--- config.mk ---
export PLATFORM = sky130hd
export DESIGN_NAME = stream_capture_buffer
export DESIGN_NICKNAME = d
export VERILOG_FILES = /design/src/rtl/stream_capture_pkg.sv /design/src/rtl/sync_fifo.sv /design/src/rtl/stream_capture_buffer.sv
export SDC_FILE = /design/constraint.sdc
export NUM_CORES = 1
export LEC_CHECK = 0
export CORE_MARGIN = 5
export CORE_UTILIZATION = 32
export CTS_CLUSTER_DIAMETER = 60
export DETAILED_ROUTE_END_ITERATION = 10
export GPL_TIMING_DRIVEN = 0
export HOLD_SLACK_MARGIN = 0.08
export PLACE_DENSITY_LB_ADDON = 0.05
export SYNTH_ARGS = -nofsm -noshare
export SYNTH_HDL_FRONTEND = slang
export SYNTH_SLANG_ARGS = --single-unit
--- constraint.sdc ---
create_clock -name clk -period 5.05 [get_ports clk]
set_input_delay 1.01 -clock clk [delete_from_list [all_inputs] [get_ports clk]]
set_output_delay 1.01 -clock clk [all_outputs]
set_load 0.02 [all_outputs]
--- src/rtl/stream_capture_pkg.sv ---
// stream_capture_pkg
// Shared types and helpers for the stream capture buffer:
//   cap_state_t  - run-control states (IDLE, CAPTURE, FLUSH, DONE)
//   ptr_width()  - FIFO pointer width for a given depth (address bits + wrap bit)
package stream_capture_pkg;

  typedef enum logic [1:0] {
    ST_IDLE    = 2'd0,
    ST_CAPTURE = 2'd1,
    ST_FLUSH   = 2'd2,
    ST_DONE    = 2'd3
  } cap_state_t;

  // One extra bit beyond the address distinguishes full from empty.
  function automatic int ptr_width(input int depth);
    return $clog2(depth) + 1;
  endfunction

endpackage

--- src/rtl/sync_fifo.sv ---
// sync_fifo
// Single-clock first-word-fall-through FIFO.
// Ports:
//   clk, rst_n  - clock, asynchronous active-low reset (pointers only)
//   clear       - synchronous pointer clear; empties the FIFO
//   push        - write push_data this cycle (taken when not full or popping)
//   push_data   - word to write
//   pop         - read-advance this cycle (taken when not empty)
//   pop_data    - combinational read of the word at the read pointer
//   full, empty - occupancy flags
//   count       - current occupancy, 0..DEPTH
import stream_capture_pkg::*;

module sync_fifo #(
  parameter int DATA_WIDTH = 8,
  parameter int DEPTH      = 16
) (
  input  logic                           clk,
  input  logic                           rst_n,
  input  logic                           clear,
  input  logic                           push,
  input  logic [DATA_WIDTH-1:0]          push_data,
  input  logic                           pop,
  output logic [DATA_WIDTH-1:0]          pop_data,
  output logic                           full,
  output logic                           empty,
  output logic [ptr_width(DEPTH)-1:0]    count
);

  localparam int PTR_W  = ptr_width(DEPTH);
  localparam int ADDR_W = PTR_W - 1;

  logic [DATA_WIDTH-1:0] mem [DEPTH];
  logic [PTR_W-1:0]      wr_ptr;
  logic [PTR_W-1:0]      rd_ptr;
  logic                  do_push;
  logic                  do_pop;

  assign do_pop  = pop && !empty;
  // A push into a full FIFO is legal when a pop frees the slot in the same cycle.
  assign do_push = push && (!full || do_pop);

  assign empty    = (wr_ptr == rd_ptr);
  assign full     = (wr_ptr[ADDR_W-1:0] == rd_ptr[ADDR_W-1:0]) &&
                    (wr_ptr[ADDR_W] != rd_ptr[ADDR_W]);
  // Pointer difference wraps modulo 2*DEPTH, giving 0..DEPTH directly.
  assign count    = wr_ptr - rd_ptr;
  assign pop_data = mem[rd_ptr[ADDR_W-1:0]];

  always_ff @(posedge clk or negedge rst_n) begin
    if (!rst_n) begin
      wr_ptr <= '0;
      rd_ptr <= '0;
    end else if (clear) begin
      wr_ptr <= '0;
      rd_ptr <= '0;
    end else begin
      if (do_push) wr_ptr <= wr_ptr + 1'b1;
      if (do_pop)  rd_ptr <= rd_ptr + 1'b1;
    end
  end

  // Storage is not reset; contents are only visible while not empty.
  always_ff @(posedge clk) begin
    if (do_push && !clear) mem[wr_ptr[ADDR_W-1:0]] <= push_data;
  end

endmodule

--- src/rtl/stream_capture_buffer.sv ---
// stream_capture_buffer
// Captures qualified input words into a FIFO during a run, drains them to a
// sink that may stall, and flushes the remainder when the run ends.
// Ports:
//   clk, rst_n   - clock, asynchronous active-low reset
//   start        - pulse: begin a run (accepted in IDLE or DONE)
//   in_valid     - in_data is valid this cycle
//   in_data      - input word
//   done         - pulse: end capture and flush (accepted in CAPTURE only)
//   out_valid    - out_data holds a buffered word (FIFO not empty)
//   out_data     - head-of-FIFO word
//   out_ready    - sink accepts out_data this cycle
//   out_last     - out_data is the final word of the run (FLUSH, one word left)
//   busy         - run in progress (CAPTURE or FLUSH)
//   run_done     - run finished (DONE)
//   overflow     - sticky: a word was dropped this run
//   word_count   - words accepted this run, saturating
//   drop_count   - words dropped this run, saturating
//   state        - current run-control state, for observation
//
// Output handshake: a word transfers on every rising edge where out_valid and
// out_ready are both high. out_valid never depends on out_ready, and while
// out_ready is low out_valid and out_data hold stable.
import stream_capture_pkg::*;

module stream_capture_buffer #(
  parameter int DATA_WIDTH = 8,
  parameter int DEPTH      = 16,
  parameter int CNT_WIDTH  = 16
) (
  input  logic                  clk,
  input  logic                  rst_n,
  input  logic                  start,
  input  logic                  in_valid,
  input  logic [DATA_WIDTH-1:0] in_data,
  input  logic                  done,
  output logic                  out_valid,
  output logic [DATA_WIDTH-1:0] out_data,
  input  logic                  out_ready,
  output logic                  out_last,
  output logic                  busy,
  output logic                  run_done,
  output logic                  overflow,
  output logic [CNT_WIDTH-1:0]  word_count,
  output logic [CNT_WIDTH-1:0]  drop_count,
  output cap_state_t            state
);

  localparam int PTR_W = ptr_width(DEPTH);

  logic             fifo_full;
  logic             fifo_empty;
  logic [PTR_W-1:0] fifo_count;
  logic             pop;
  logic             push;
  logic             drop;
  logic             start_run;

  assign pop       = out_valid && out_ready;
  assign push      = (state == ST_CAPTURE) && in_valid && (!fifo_full || pop);
  assign drop      = (state == ST_CAPTURE) && in_valid && fifo_full && !pop;
  assign start_run = start && ((state == ST_IDLE) || (state == ST_DONE));

  sync_fifo #(
    .DATA_WIDTH (DATA_WIDTH),
    .DEPTH      (DEPTH)
  ) u_fifo (
    .clk       (clk),
    .rst_n     (rst_n),
    .clear     (start_run),
    .push      (push),
    .push_data (in_data),
    .pop       (pop),
    .pop_data  (out_data),
    .full      (fifo_full),
    .empty     (fifo_empty),
    .count     (fifo_count)
  );

  assign out_valid = !fifo_empty;
  assign out_last  = (state == ST_FLUSH) && (fifo_count == PTR_W'(1));
  assign busy      = (state == ST_CAPTURE) || (state == ST_FLUSH);
  assign run_done  = (state == ST_DONE);

  always_ff @(posedge clk or negedge rst_n) begin
    if (!rst_n) begin
      state      <= ST_IDLE;
      word_count <= '0;
      drop_count <= '0;
      overflow   <= 1'b0;
    end else if (start_run) begin
      state      <= ST_CAPTURE;
      word_count <= '0;
      drop_count <= '0;
      overflow   <= 1'b0;
    end else begin
      case (state)
        ST_CAPTURE: begin
          if (push && (word_count != '1)) word_count <= word_count + 1'b1;
          if (drop) begin
            overflow <= 1'b1;
            if (drop_count != '1) drop_count <= drop_count + 1'b1;
          end
          if (done) state <= ST_FLUSH;
        end
        ST_FLUSH: begin
          // Empty on entry exits after one cycle; otherwise leave as the last word pops.
          if (fifo_empty || ((fifo_count == PTR_W'(1)) && pop)) state <= ST_DONE;
        end
        default: ;
      endcase
    end
  end

endmodule

==> results of run 1 <==
[per-stage QoR]
stage	worst slack, ns	utilization	cells	area (um^2)	total power [mW]
3_3_place_gp	0.313	0.368	870	8630	3.06
6_report	0.428	0.392	903	9200	4.24
5_1_grt	0.0787	0.392	903	9200	4.48
2_1_floorplan	1.70	-	491	7630	2.56
3_5_place_dp	0.294	0.368	871	8650	3.07
4_1_cts	0.286	0.392	903	9200	4.32
[worst paths after layout]
| kind | startpoint | to | slack [ns] |
|---|---|---|---|
| worst max-delay path | u_fifo.rd_ptr[1] | out_last | 0.43 |
| max in group asynchronous | rst_n | u_fifo.wr_ptr[0] | 4.07 |
| worst min-delay path | rst_n | drop_count[9] | 0.48 |
| worst max register to register | u_fifo.rd_ptr[1] | u_fifo.mem[1][0] | 0.44 |
| worst min register to register | overflow | overflow | 0.51 |
| min in group clk | overflow | overflow | 0.51 |
[registers in the layout, indices dropped and copies added, names as in the netlist]
| register | cells |
|---|---|
| u_fifo.mem | 128 |
| drop_count | 16 |
| word_count | 16 |
| u_fifo.rd_ptr | 5 |
| u_fifo.wr_ptr | 5 |
| state | 2 |
| overflow | 1 |
[layout make-up]
cell class,count,area share
timing repair buffer,61,0.0669
clock buffer,18,0.0466
clock inverter,14,0.0133
tap,319,0.0434
inverter,15,0.00612
buffer,20,0.00884
sequential,173,0.540
multi-input combinational,283,0.275
[per-layer routing]
metal / global-route usage / share of wire / vias to the layer above
met5: 0 / 0 / -
met4: 0.0295 / 0.0074 / 0
met3: 0.0297 / 0.027 / 8
met2: 0.231 / 0.50 / 74
met1: 0.184 / 0.47 / 2193
li1: - / - / 2040
[kinds of logic (layout without fill, tap and decap cells)]
logic type,after synthesis,count (layout),synth area share
flip-flops,173,173,0.651
AND/OR/NAND/NOR,145,145,0.0943
multiplexers,43,43,0.122
AO/OA/AOI/OAI,40,40,0.0425
XOR/XNOR,39,39,0.0448
buffers and inverters,35,128,0.0180
adder cells (fa/ha/maj),16,16,0.0272
[where the power goes]
group          internal (mW)  switching, mW
logic                  0.601          0.769
registers               1.59         0.0489
clock network          0.650          0.583
[worst reg2reg max path, cell delays in order (launching register included)]
cell,delay [ns]
dfrtp_1,0.40
clkbuf_1,0.38
buf_1,0.58
inv_1,0.15
ha_1,0.37
and4_2,0.28
a31o_2,0.26
buf_2,0.20
nor2_1,0.29
nand2_1,0.22
nor3_1,1.10
[cell usage after synthesis, drive strengths merged, types with 4 or more instances]
cell type,number,area [um^2]
a2111oi,5,75.1
a211oi,7,52.6
a21oi,9,45.0
and2,4,25.0
and3,6,37.5
buf,6,28.8
clkbuf,14,52.6
dfrtp,45,1130
edfxtp,128,3840
ha,15,188
inv,15,56.3
mux4,40,901
nand2,21,78.8
nand2b,4,25.0
nand3,11,55.1
nand4,13,87.6
nor2,60,225
nor3,11,60.1
o211ai,4,30.0
xnor2,21,184
xor2,18,158
==> load_flow_metrics.sql, run 1 <==
INSERT INTO impl_metrics (metric_group, metric, value, unit) VALUES
('outcome', 'outcome', 'finished clean', ''),
('cells_and_area', 'mostFrequentLayoutCell', 'edfxtp_1', ''),
('floorplan', 'placementRows', '56', ''),
('synth', 'flop_and_latch_count_out_of_synthesis', '173', ''),
('timing', 'final.setup.tns', '0', 'ns'),
('synth', 'syn-cell-area', '7630', 'um^2'),
('critical_path', 'rr_worst_depth', '10', ''),
('timing', 'worst_pin_slew', '1.39', 'ns'),
('cells_and_area', 'n_fill_cell', '2196', ''),
('routing', 'routed_wl', '17700', 'um'),
('cts', 'cts_tree', 'yes', ''),
('cts', 'cts-htree-levels', '4', ''),
('synth', 'synth-async-reset-ratio', '0.260', ''),
('cts', 'cts_repair_resize_count', '0', ''),
('cts', 'clock_tree.buffer_depth', '2', ''),
('global_routing', 'grt_start_max_net_pins', '34', ''),
('cts', 'cts_hold_buf', '0', ''),
('critical_path', 'crit_arrival', '3.61', 'ns'),
('synth', 'synth.lib_cells_used.distinct', '47', ''),
('routing', 'dr_total_vias', '4315', ''),
('critical_path', 'timing_worst_setup_path_type', 'reg2out', ''),
('synth', 'most_used_flip_flop_cell_after_synthesis', 'edfxtp_1', ''),
('routing', 'postRouteAntennaNets', '0', ''),
('synth', 'synth.yosys.warnings', '0', ''),
('critical_path', 'critPathLaunchType', 'flip-flop', ''),
('critical_path', 'timing.critical_path.to_type', 'primary output', ''),
('cts', 'post-cts-setup-buffers', '0', ''),
('global_routing', 'grt.overflow.total', '0', ''),
('critical_path', 'critPathTopFamily', 'buffers and inverters', ''),
('global_routing', 'first_global_vias', '4533', ''),
('min_path', 'worst_hold_path_type', 'in2async', ''),
('cts', 'worst_setup_hold_path_clk_slew', '0.07', 'ns'),
('floorplan', 'chipWidth', '164', 'um'),
('routing', 'routedWlPerCell', '19.6', 'um'),
('flow_run', 'maxCapViolations', '0', ''),
('floorplan', 'die_y', '164', 'um'),
('timing', 'final-setup-viol-count', '0', ''),
('cts', 'clkLatencyLatePin', '0.42', 'ns'),
('critical_path', 'critical_path.cell_chain', 'clkbuf_1, buf_1, inv_1, ha_1, nand3b_1, a21oi_1, nor2_1, nor3_1, and2_1, clkdlybuf4s50_1', ''),
('critical_path', 'crit_required', '4.04', 'ns'),
('cells_and_area', 'area_growth_syn_to_layout', '20.6', '%'),
('cells_and_area', 'design.final.nets', '601', ''),
('routing', 'drc', '0', ''),
('cells_and_area', 'ff_latch_area', '4970', 'um^2'),
('critical_path', 'critical_path.max_fanout', '10', ''),
('floorplan', 'floorplan.die_area', '27000', 'um^2'),
('cts', 'cts-root-buf', 'clkbuf_16', ''),
('timing', 'clock-skew-final', '0.0112', 'ns'),
('pwr', 'cellLeakagePower', '3.13', 'nW'),
('placement', 'globalplace.congestion', '0.787', ''),
('floorplan', 'initial_utilization', '0.325', ''),
('cts', 'cts_num_sinks', '173', ''),
('timing', 'final_hold_vio_count', '0', ''),
('routing', 'drt-vias-per-instance', '4.78', ''),
('timing', 'timing.fmax', '0.216', 'GHz'),
('critical_path', 'critPathMaxStageDelay', '0.60', 'ns'),
('timing', 'worst_hold_slack', '0.484', 'ns'),
('routing', 'drtIter0Drc', '292', ''),
('timing', 'timing.max_slew.rel_slack', '0.0642', ''),
('placement', 'place.port_buffers', '60', ''),
('pwr', 'worst_ir_drop_vdd', '0.252', 'mV'),
('synth', 'avgSynthCellArea', '15.5', 'um^2'),
('timing', 'timing.final.crit_period', '4.62', 'ns'),
('routing', 'drt_first_pass_iters', '5', ''),
('synth', 'edff_count_synth', '128', ''),
('global_routing', 'wire_length_of_the_first_global_routing_pass', '27500', 'um'),
('cells_and_area', 'diodes_inserted', '0', ''),
('critical_path', 'path_buf_inv', '4', ''),
('pwr', 'p_per_area', '461', 'nW/um^2'),
('synth', 'synth.net_count', '521', ''),
('critical_path', 'cell_at_the_slowest_stage_of_the_critical_path', 'clkdlybuf4s50_1', '');
No activity file was read; power rests on OpenSTA's default activity.
==> inputs of run 2 (changes only) <==
--- a/config.mk
+++ b/config.mk
@@ -5,7 +5,7 @@
 export SDC_FILE = /design/constraint.sdc
 export NUM_CORES = 1
 export LEC_CHECK = 0
-export CORE_MARGIN = 5
+export CORE_MARGIN = 2
 export CORE_UTILIZATION = 32
 export CTS_CLUSTER_DIAMETER = 60
 export DETAILED_ROUTE_END_ITERATION = 10
==> load_flow_metrics.sql, run 2 (same netlist as run 1, synthesis figures left out) <==
INSERT INTO impl_metrics (metric_group, metric, value, unit) VALUES
('outcome', 'outcome', 'finished clean', ''),
('timing', 'timing.fmax', '0.208', 'GHz'),
('critical_path', 'critPathLaunch', 'u_fifo.rd_ptr[1]', ''),
('global_routing', 'wire_length_of_the_first_global_routing_pass', '26600', 'um'),
('routing', 'drc', '0', ''),
('cells_and_area', 'design.final.nets', '602', ''),
('critical_path', 'rrSetupSlack', '0.70', 'ns'),
('cells_and_area', 'stdcell_count', '903', ''),
('timing', 'worst_pin_slew', '0.863', 'ns'),
('placement', 'place.port_buffers', '60', ''),
('cells_and_area', 'area_growth_syn_to_layout', '22.2', '%'),
('critical_path', 'timing.critical_path.to_type', 'primary output', ''),
('timing', 'final.setup.tns', '0', 'ns'),
('critical_path', 'rr_worst_depth', '11', ''),
('cts', 'worst_setup_hold_path_clk_slew', '0.08', 'ns'),
('cells_and_area', 'postLayoutCellArea', '9330', 'um^2'),
('pwr', 'cellLeakagePower', '3.20', 'nW'),
('routing', 'routed_wl', '17200', 'um'),
('critical_path', 'cell_at_the_slowest_stage_of_the_critical_path', 'buf_1', ''),
('timing', 'timing.max_slew.rel_slack', '0.423', ''),
('critical_path', 'crit_arrival', '3.80', 'ns'),
('cells_and_area', 'largest_register_ff_count', '128', ''),
('floorplan', 'chipWidth', '158', 'um'),
('floorplan', 'pin_count', '61', ''),
('pwr', 'internal-power', '3.08', 'mW'),
('critical_path', 'critPathLaunchType', 'flip-flop', ''),
('placement', 'postPlaceCellArea', '8650', 'um^2'),
('routing', 'dr_total_vias', '4334', ''),
('cts', 'cts-htree-levels', '4', ''),
('routing', 'drt-vias-per-instance', '4.80', ''),
('critical_path', 'crit_required', '4.04', 'ns'),
('placement', 'post-dp-hpwl', '12000', 'um'),
('floorplan', 'floorplan.die_area', '25100', 'um^2'),
('cells_and_area', 'n_fill_cell', '2186', ''),
('critical_path', 'timing_worst_setup_path_type', 'reg2out', ''),
('timing', 'final_hold_vio_count', '0', ''),
('floorplan', 'placementRows', '56', ''),
('timing', 'timing.final.crit_period', '4.81', 'ns'),
('critical_path', 'reg2reg_from', 'u_fifo.rd_ptr[1]', ''),
('routing', 'drt_first_pass_iters', '4', ''),
('cts', 'clkLatencyLatePin', '0.43', 'ns'),
('timing', 'final-setup-viol-count', '0', ''),
('critical_path', 'critical_path.endpoint', 'out_last', ''),
('global_routing', 'total_grt_usage', '0.147', ''),
('flow_run', 'maxCapViolations', '0', ''),
('cts', 'cts_tree', 'yes', ''),
('critical_path', 'worstSetupPathDepth', '10', ''),
('min_path', 'worst_hold_path_type', 'in2async', ''),
('pwr', 'pwr-share-comb', '0.304', ''),
('global_routing', 'grt.overflow.total', '0', ''),
('cts', 'cts_num_sinks', '173', ''),
('cts', 'post-cts-setup-buffers', '0', ''),
('pwr', 'p_per_area', '478', 'nW/um^2'),
('routing', 'drtIter0Drc', '203', ''),
('cts', 'cts_repair_resize_count', '0', ''),
('timing', 'fin_crit_sh', '0.952', ''),
('critical_path', 'critPathMaxStageDelay', '0.62', 'ns'),
('critical_path', 'path_buf_inv', '4', ''),
('pwr', 'sequentialPowerShare', '0.369', ''),
('global_routing', 'antenna_found_initial', '0', ''),
('pwr', 'switching_share', '0.308', ''),
('routing', 'postRouteAntennaNets', '0', ''),
('routing', 'routedWlPerCell', '19.0', 'um'),
('critical_path', 'r2r-end', 'u_fifo.mem[3][1]', ''),
('pwr', 'power.share.clock', '0.328', ''),
('critical_path', 'critical_path.cell_chain', 'clkbuf_1, buf_1, inv_1, ha_1, nand3b_1, a21oi_1, nor2_1, nor3_1, and2_1, clkdlybuf4s50_1', ''),
('cells_and_area', 'mostFrequentLayoutCell', 'edfxtp_1', ''),
('timing', 'rsz0062_at_grt', 'false', ''),
('cts', 'tritoncts.num_buffers', '17', ''),
('timing', 'clock-skew-final', '0.0149', 'ns'),
('cells_and_area', 'final_layout_size_suffix_gt1_frac', '0.168', ''),
('critical_path', 'critical_path.max_fanout', '10', ''),
('cts', 'cts_hold_buf', '0', ''),
('cts', 'clock_tree.buffer_depth', '2', ''),
('floorplan', 'die_y', '158', 'um'),
('cts', 'cts-root-buf', 'clkbuf_16', ''),
('global_routing', 'grt_start_max_net_pins', '34', ''),
('pwr', 'switchingPower', '1.37', 'mW'),
('floorplan', 'core_region_area', '23500', 'um^2'),
('global_routing', 'first_global_vias', '4659', ''),
('floorplan', 'initial_utilization', '0.325', ''),
('placement', 'placed_cells_incl_taps', '872', ''),
('timing', 'drv_slew', '0', ''),
('pwr', 'worst_ir_drop_vdd', '0.262', 'mV'),
('placement', 'globalplace.congestion', '0.788', ''),
('cells_and_area', 'diodes_inserted', '0', ''),
('critical_path', 'critPathTopFamily', 'buffers and inverters', ''),
('cells_and_area', 'most_frequent_cells_in_the_layout', 'edfxtp_1, nor2_1, clkdlybuf4s50_1', '');
[run 2: changes by cell type in the layout (fill, tap and decap cells not counted), moves of 2 or more]
cell and change:
nor3_2 +2, bufinv_16 +5, nor3_1 -2, clkinv_2 -2
inv_8 -2
[run 2: metal layers]
layer,vias to the layer above,wire [um],part of all wire,GRT usage
li1,2050,-,-,-
met1,2199,7890,0.46,0.186
met2,74,8610,0.50,0.252
met3,11,480,0.028,0.0335
met4,0,194,0.011,0.0412
met5,-,0,0,0
[run 2: worst min-delay path by stage]
stage                     cells past startpoint             start  slack [ns]               end
after floorplan                               2  u_fifo.wr_ptr[4]        0.56  u_fifo.wr_ptr[4]
after global placement                        2          overflow        0.50          overflow
after detailed placement                      2          overflow        0.49          overflow
after CTS                                     1             rst_n        0.47     drop_count[9]
after global routing                          1             rst_n        0.47     drop_count[9]
final                                         1             rst_n        0.47     drop_count[9]
[run 2: layout make-up]
class                           instances  area [um^2]  share of cell area
Clock buffer                           17          425              0.0456
Buffer                                 20         81.3             0.00872
Sequential cell                       173         4970               0.533
Clock inverter                         14          233              0.0250
Tap cell                              319          399              0.0428
Timing Repair Buffer                   62          623              0.0668
Multi-Input combinational cell        283         2540               0.272
Inverter                               15         56.3             0.00604
[run 2: through the flow]
step | total power, mW | setup WS (ns) | hold WS (ns) | utilization
final | 4.45 | 0.243 | 0.475 | 0.397
after global placement | 3.04 | 0.226 | 0.501 | 0.368
after CTS | 4.53 | 0.123 | 0.469 | 0.397
after detailed placement | 3.06 | 0.139 | 0.491 | 0.369
after floorplan | 2.56 | 1.70 | 0.561 | -
after global routing | 4.69 | 0.0365 | 0.465 | 0.397
[run 2: power by group through the flow]
| stage | combinational (mW) | sequential [mW] | clock [mW] |
|---|---|---|---|
| finish | 1.35 | 1.64 | 1.46 |
| global route | 1.48 | 1.65 | 1.55 |
| CTS | 1.39 | 1.64 | 1.50 |
| detailed placement | 1.38 | 1.67 | 0 |
| global placement | 1.37 | 1.67 | 0 |
| floorplan | 0.880 | 1.68 | 0 |
